File: config.mk
export PLATFORM = sky130hd
export DESIGN_NAME = adder_stim_gen
export DESIGN_NICKNAME = d
export VERILOG_FILES = /design/src/rtl/adder_stim_gen.sv
export SDC_FILE = /design/constraint.sdc
export NUM_CORES = 1
export LEC_CHECK = 0
export BUFFER_PORTS_ARGS = -buffer_cell sky130_fd_sc_hd__buf_2
export CORE_MARGIN = 5
export CORE_UTILIZATION = 40
export DETAILED_ROUTE_END_ITERATION = 6
export GPL_ROUTABILITY_DRIVEN = 0
export GPL_TIMING_DRIVEN = 0
export HOLD_SLACK_MARGIN = 0.03
export PLACE_DENSITY = 0.58
export SYNTH_ARGS = -nofsm -noshare
export SYNTH_HDL_FRONTEND = slang
export SYNTH_SLANG_ARGS = --single-unit
File: constraint.sdc
create_clock -name clk -period 5.45 [get_ports clk]
set_clock_uncertainty 0.2 [all_clocks]
set_input_delay 1.09 -clock clk [delete_from_list [all_inputs] [get_ports clk]]
set_output_delay 1.09 -clock clk [all_outputs]
set_load 0.03 [all_outputs]
File: src/rtl/adder_stim_gen.sv
// Operand stimulus generator for an adder under test: directed table, exhaustive sweep or LFSR random runs.
// First operands appear the cycle after start; operands advance once per valid/ready transfer and hold while stalled.
module adder_stim_gen #(
  parameter int  WIDTH     = 4,
  parameter int  TBL_DEPTH = 8,
  parameter int  NUM_RAND  = 16,
  localparam int AW        = $clog2(TBL_DEPTH),
  localparam int CW        = 2*WIDTH+1
) (
  input  logic             clk,
  input  logic             rst,
  input  logic             start,
  input  logic [1:0]       mode,
  input  logic [31:0]      seed,
  input  logic             tbl_wr_en,
  input  logic [AW-1:0]    tbl_wr_addr,
  input  logic [WIDTH-1:0] tbl_wr_a,
  input  logic [WIDTH-1:0] tbl_wr_b,
  input  logic [AW:0]      tbl_len,
  output logic             out_valid,
  input  logic             out_ready,
  output logic [WIDTH-1:0] a,
  output logic [WIDTH-1:0] b,
  output logic             busy,
  output logic             done,
  output logic [CW-1:0]    txn_count
);

  // Internal counters are wide enough for both the sweep length and NUM_RAND.
  localparam int LW = (CW > 16) ? CW : 16;

  localparam logic [31:0]   LFSR_MASK = 32'h8020_0003;
  localparam logic [AW:0]   DEPTH_LEN = (AW+1)'(TBL_DEPTH);
  localparam logic [LW-1:0] SWEEP_LEN = LW'(1) << (2*WIDTH);
  localparam logic [LW-1:0] RAND_LEN  = LW'(NUM_RAND);

  typedef enum logic [1:0] {S_IDLE, S_RUN, S_DONE} state_t;

  state_t             state_q, state_d;
  logic [1:0]         mode_q, mode_d;
  logic [LW-1:0]      len_q, len_d;
  logic [LW-1:0]      cnt_q, cnt_d;
  logic [WIDTH-1:0]   a_q, a_d;
  logic [WIDTH-1:0]   b_q, b_d;
  logic [31:0]        lfsr_q, lfsr_d;

  logic [WIDTH-1:0]   tbl_a_mem [TBL_DEPTH];
  logic [WIDTH-1:0]   tbl_b_mem [TBL_DEPTH];

  logic [31:0]        lfsr_first, lfsr_nxt;
  logic [AW:0]        clamp_len;
  logic [WIDTH-1:0]   first_a, first_b;
  logic [AW-1:0]      next_idx;
  logic [2*WIDTH-1:0] sweep_nxt;
  logic               xfer, last;

  function automatic logic [31:0] lfsr_step(input logic [31:0] s);
    return s[0] ? ((s >> 1) ^ LFSR_MASK) : (s >> 1);
  endfunction

  always_comb begin
    lfsr_first = lfsr_step((seed == 32'd0) ? 32'd1 : seed);
    lfsr_nxt   = lfsr_step(lfsr_q);
    clamp_len  = (tbl_len > DEPTH_LEN) ? DEPTH_LEN : tbl_len;
    // A write to entry 0 in the start cycle must be seen by this run.
    first_a    = (tbl_wr_en && tbl_wr_addr == '0) ? tbl_wr_a : tbl_a_mem[0];
    first_b    = (tbl_wr_en && tbl_wr_addr == '0) ? tbl_wr_b : tbl_b_mem[0];
    next_idx   = cnt_q[AW-1:0] + AW'(1);
    sweep_nxt  = {b_q, a_q} + (2*WIDTH)'(1);
    xfer       = (state_q == S_RUN) && out_ready;
    last       = (cnt_q + LW'(1)) == len_q;

    state_d = state_q;
    mode_d  = mode_q;
    len_d   = len_q;
    cnt_d   = cnt_q;
    a_d     = a_q;
    b_d     = b_q;
    lfsr_d  = lfsr_q;

    case (state_q)
      S_IDLE, S_DONE: begin
        if (start) begin
          mode_d = mode;
          cnt_d  = '0;
          lfsr_d = lfsr_first;
          case (mode)
            2'd0: begin
              len_d   = LW'(clamp_len);
              a_d     = first_a;
              b_d     = first_b;
              state_d = (clamp_len == '0) ? S_DONE : S_RUN;
            end
            2'd1: begin
              len_d   = SWEEP_LEN;
              a_d     = '0;
              b_d     = '0;
              state_d = S_RUN;
            end
            2'd2: begin
              len_d   = RAND_LEN;
              a_d     = lfsr_first[WIDTH-1:0];
              b_d     = lfsr_first[2*WIDTH-1:WIDTH];
              state_d = S_RUN;
            end
            default: begin
              len_d   = '0;
              state_d = S_DONE;
            end
          endcase
        end
      end
      S_RUN: begin
        if (xfer) begin
          cnt_d = cnt_q + LW'(1);
          if (last) begin
            state_d = S_DONE;
          end else begin
            case (mode_q)
              2'd0: begin
                a_d = tbl_a_mem[next_idx];
                b_d = tbl_b_mem[next_idx];
              end
              2'd1: {b_d, a_d} = sweep_nxt;
              default: begin
                lfsr_d = lfsr_nxt;
                a_d    = lfsr_nxt[WIDTH-1:0];
                b_d    = lfsr_nxt[2*WIDTH-1:WIDTH];
              end
            endcase
          end
        end
      end
      default: state_d = S_IDLE;
    endcase
  end

  always_ff @(posedge clk) begin
    if (rst) begin
      state_q <= S_IDLE;
      mode_q  <= 2'd0;
      len_q   <= '0;
      cnt_q   <= '0;
      a_q     <= '0;
      b_q     <= '0;
      lfsr_q  <= 32'd1;
    end else begin
      state_q <= state_d;
      mode_q  <= mode_d;
      len_q   <= len_d;
      cnt_q   <= cnt_d;
      a_q     <= a_d;
      b_q     <= b_d;
      lfsr_q  <= lfsr_d;
    end
  end

  // Table contents survive reset; the table is frozen while a run is in flight.
  always_ff @(posedge clk) begin
    if (tbl_wr_en && (state_q != S_RUN)) begin
      tbl_a_mem[tbl_wr_addr] <= tbl_wr_a;
      tbl_b_mem[tbl_wr_addr] <= tbl_wr_b;
    end
  end

  assign out_valid = (state_q == S_RUN);
  assign busy      = (state_q == S_RUN);
  assign done      = (state_q == S_DONE);
  assign a         = a_q;
  assign b         = b_q;
  assign txn_count = cnt_q[CW-1:0];

endmodule

==> flow_metrics.env <==
export IMPL_clock_sinks=130
export IMPL_max_slew_margin=0.145
export IMPL_final_nets=849
export IMPL_vias=5867
export IMPL_cp_start_kind="register"
export IMPL_synth_seq_cells=130
export IMPL_clk_path_buf_depth=2
export IMPL_grt_max_degree=17
export IMPL_dpl_cell_count=990
export IMPL_die_x_microns=141
export IMPL_power_per_cell_area_nw_per_um2=319
export IMPL_cp_slowest_cell="clkbuf_1"
export IMPL_rr_worst_depth=5
export IMPL_drt_iter0_drc=513
export IMPL_clk_latency_ns=0.43
export IMPL_cts_setup_buffers=0
export IMPL_hp_class="reg -> reg"
export IMPL_slowest_delay_ns=0.63
export IMPL_final_cells=1022
export IMPL_ir_drop_uv=255
export IMPL_wl_met2_microns=9140
export IMPL_synthArstFlopShare=0
export IMPL_path_buf_inv=4
export IMPL_crit_path_cell_trace="nand2b_1 > inv_2 > clkbuf_1 > buf_4 > buf_2"
export IMPL_synthFlopType="dfxtp_1"
export IMPL_period_share=0.649
export IMPL_synth_cell_area_sq_um=6840
export IMPL_port_buffers=71
export IMPL_post_cts_resized=0
export IMPL_place_hpwl_microns=13900
export IMPL_chipHeight_microns=141
export IMPL_die_area_sq_um=19800
export IMPL_start_util=0.410
export IMPL_reg2reg_to="tbl_a_mem[5][3]$_DFFE_PP_"
export IMPL_cts_root_buf="clkbuf_16"
export IMPL_drive_gt1_frac=0.206
export IMPL_fill_cells=1595
export IMPL_overflow=0
export IMPL_maxSlewViolCount=0
export IMPL_r2r_slack_ns=2.02
export IMPL_min_to="lfsr_q[24]$_SDFFE_PP0P_"
export IMPL_ys_warn_count=0
export IMPL_grt_util_all_layers=0.195
export IMPL_holdPathStages=2
export IMPL_route_detailed_drc=0
export IMPL_antenna_cells=0
export IMPL_min_period_ns=3.54
export IMPL_syn2layout_area_growth_pct=18.4
export IMPL_grt_setup_unrepaired="no"
export IMPL_cp_arrival_ns=2.25
export IMPL_first_pass_iters=5
export IMPL_setup_violations=0
export IMPL_cts_made_buffers=17
export IMPL_highest_layer="met4"
export IMPL_wl_per_cell_microns=18.9
export IMPL_status="completed"
export IMPL_wl_met1_microns=8710
export IMPL_antenna_left=0
export IMPL_hold_start="lfsr_q[24]$_SDFFE_PP0P_"
export IMPL_path_clk_slew_ns=0.07
export IMPL_wl_met3_microns=1190
export IMPL_yosysSeqAreaShare=0.474
export IMPL_routed_wl_microns=19300
export IMPL_finalHoldViolations=0
export IMPL_cp_top_family="buffers and inverters"
export IMPL_r2r_start="state_q[1]$_SDFFE_PP0P_"
export IMPL_io_pins=74
export IMPL_max_freq_mhz=283
export IMPL_post_drt_via_cell_ratio=5.74
export IMPL_cts_max_level=4
export IMPL_syn_num_nets=757
export IMPL_synthCells=697
export IMPL_required_ns=4.16
export IMPL_p_leak_nw=2.93
export IMPL_cp_max_fo=11
export IMPL_grt_pass1_wl_microns=30600
export IMPL_cap_violations=0
export IMPL_hold_buffers=0
export IMPL_num_rows=47
export IMPL_critical_path_class="reg -> out"
export IMPL_worst_pin_slew_ns=1.27
export IMPL_cts_tree="yes"
export IMPL_end_kind="output pin"
export IMPL_synth_cell_types=63
export IMPL_grt_pass1_vias=5821
export IMPL_synth_avg_cell_area_sq_um=9.81
export IMPL_antenna_found_initial=0
export IMPL_finalSetupTns_ns=0
export IMPL_core_area_sq_um=16700
export IMPL_synth_edf_count=64
export IMPL_total_power_mw=2.58
[cell usage in the layout, fill, tap and decap left out, drive strengths merged, types with 6 or more instances in the layout]
cell    synthesis  layout
a311oi          6       6
nand3          20      20
dfxtp          66      66
o211ai          6       6
o21ai          66      66
nor3           12      12
clkbuf         37      55
nand2          89      89
ha              6       6
mux4           16      16
a211oi          7       7
inv             9      17
xnor2          11      11
nor2b          11      11
mux2i          13      13
a211o          28      28
xor2           12      12
a21oi          65      65
nand4           9       9
nor4           15      15
edfxtp         64      64
buf            32     105
or3             7       7
nor2           37      37
[state kept, by name, indices dropped and copies added (netlist names), 4 cells and up]
register,cells
tbl_b_mem,32
lfsr_q,32
a,4
b,4
cnt_q,16
len_q,6
tbl_a_mem,32
[synthesized netlist by cell type (all sizes together), types with 11 or more instances]
cell	n	area share
buf	32	0.033
nor2	37	0.020
mux4	16	0.053
nand2	89	0.049
clkbuf	37	0.020
a211o	28	0.036
xor2	12	0.016
nand3	20	0.015
dfxtp	66	0.19
nor2b	11	0.010
nor4	15	0.018
mux2i	13	0.019
xnor2	11	0.014
nor3	12	0.0088
edfxtp	64	0.28
a21oi	65	0.048
o21ai	66	0.048
[through the flow]
step / setup WS [ns] / hold slack, ns / area (sq um) / utilization
3_5_place_dp: 1.46 / 0.271 / 7500 / 0.449
4_1_cts: 1.86 / 0.279 / 8090 / 0.484
2_1_floorplan: 2.32 / 0.245 / 6840 / -
5_1_grt: 1.71 / 0.297 / 8100 / 0.485
6_report: 1.91 / 0.277 / 8100 / 0.485
3_3_place_gp: 1.44 / 0.259 / 7470 / 0.447
[logic make-up after synthesis]
kind of cell             share of synthesized area
buffers and inverters                       0.0578
multiplexers                                0.0766
flip-flops                                   0.474
adder cells (fa/ha/maj)                     0.0110
AO/OA/AOI/OAI                                0.190
XOR/XNOR                                    0.0305
AND/OR/NAND/NOR                              0.160
[layout make-up]
class | count | area (sq um) | share of cell area
plain buffers | 69 | 362 | 0.0446
clock buffers | 18 | 429 | 0.0530
clock inverters | 14 | 164 | 0.0202
inverters | 9 | 33.8 | 0.00417
multi-input cells | 489 | 3220 | 0.398
flip-flops and latches | 130 | 3240 | 0.400
well taps | 220 | 275 | 0.0340
repair buffers | 73 | 370 | 0.0457
[tightest hold or removal path: stages (launching register included)]
cell and delay [ns]:
dfxtp_1 0.31, o21ai_0 0.07, a21oi_1 0.06
[layer usage]
metal | track usage | vias up
li1 | - | 2770
met1 | 0.269 | 2870
met2 | 0.309 | 206
met3 | 0.0417 | 21
met4 | 0.0627 | 0
met5 | 0 | -
[worst max-delay path by stage]
stage	startpoint	to	slack [ns]	cells past startpoint
floorplan	mode[0]	b[1]$_SDFFE_PP0P_	2.32	7
global placement	state_q[1]$_SDFFE_PP0P_	tbl_a_mem[1][2]$_DFFE_PP_	1.44	5
detailed placement	mode[0]	b[2]$_SDFFE_PP0P_	1.46	8
CTS	mode[0]	b[2]$_SDFFE_PP0P_	1.86	8
global route	state_q[0]$_SDFFE_PP0P_	tbl_a_mem[5][3]$_DFFE_PP_	1.71	5
finish	state_q[0]$_SDFFE_PP0P_	out_valid	1.91	5
[power breakdown]
part / switching [mW] / leakage [nW] / internal (mW)
Sequential: 0.0273 / 1.12 / 1.07
Clock: 0.483 / 0.281 / 0.687
Combinational: 0.203 / 1.53 / 0.113
No activity file was read; power rests on OpenSTA's default activity.
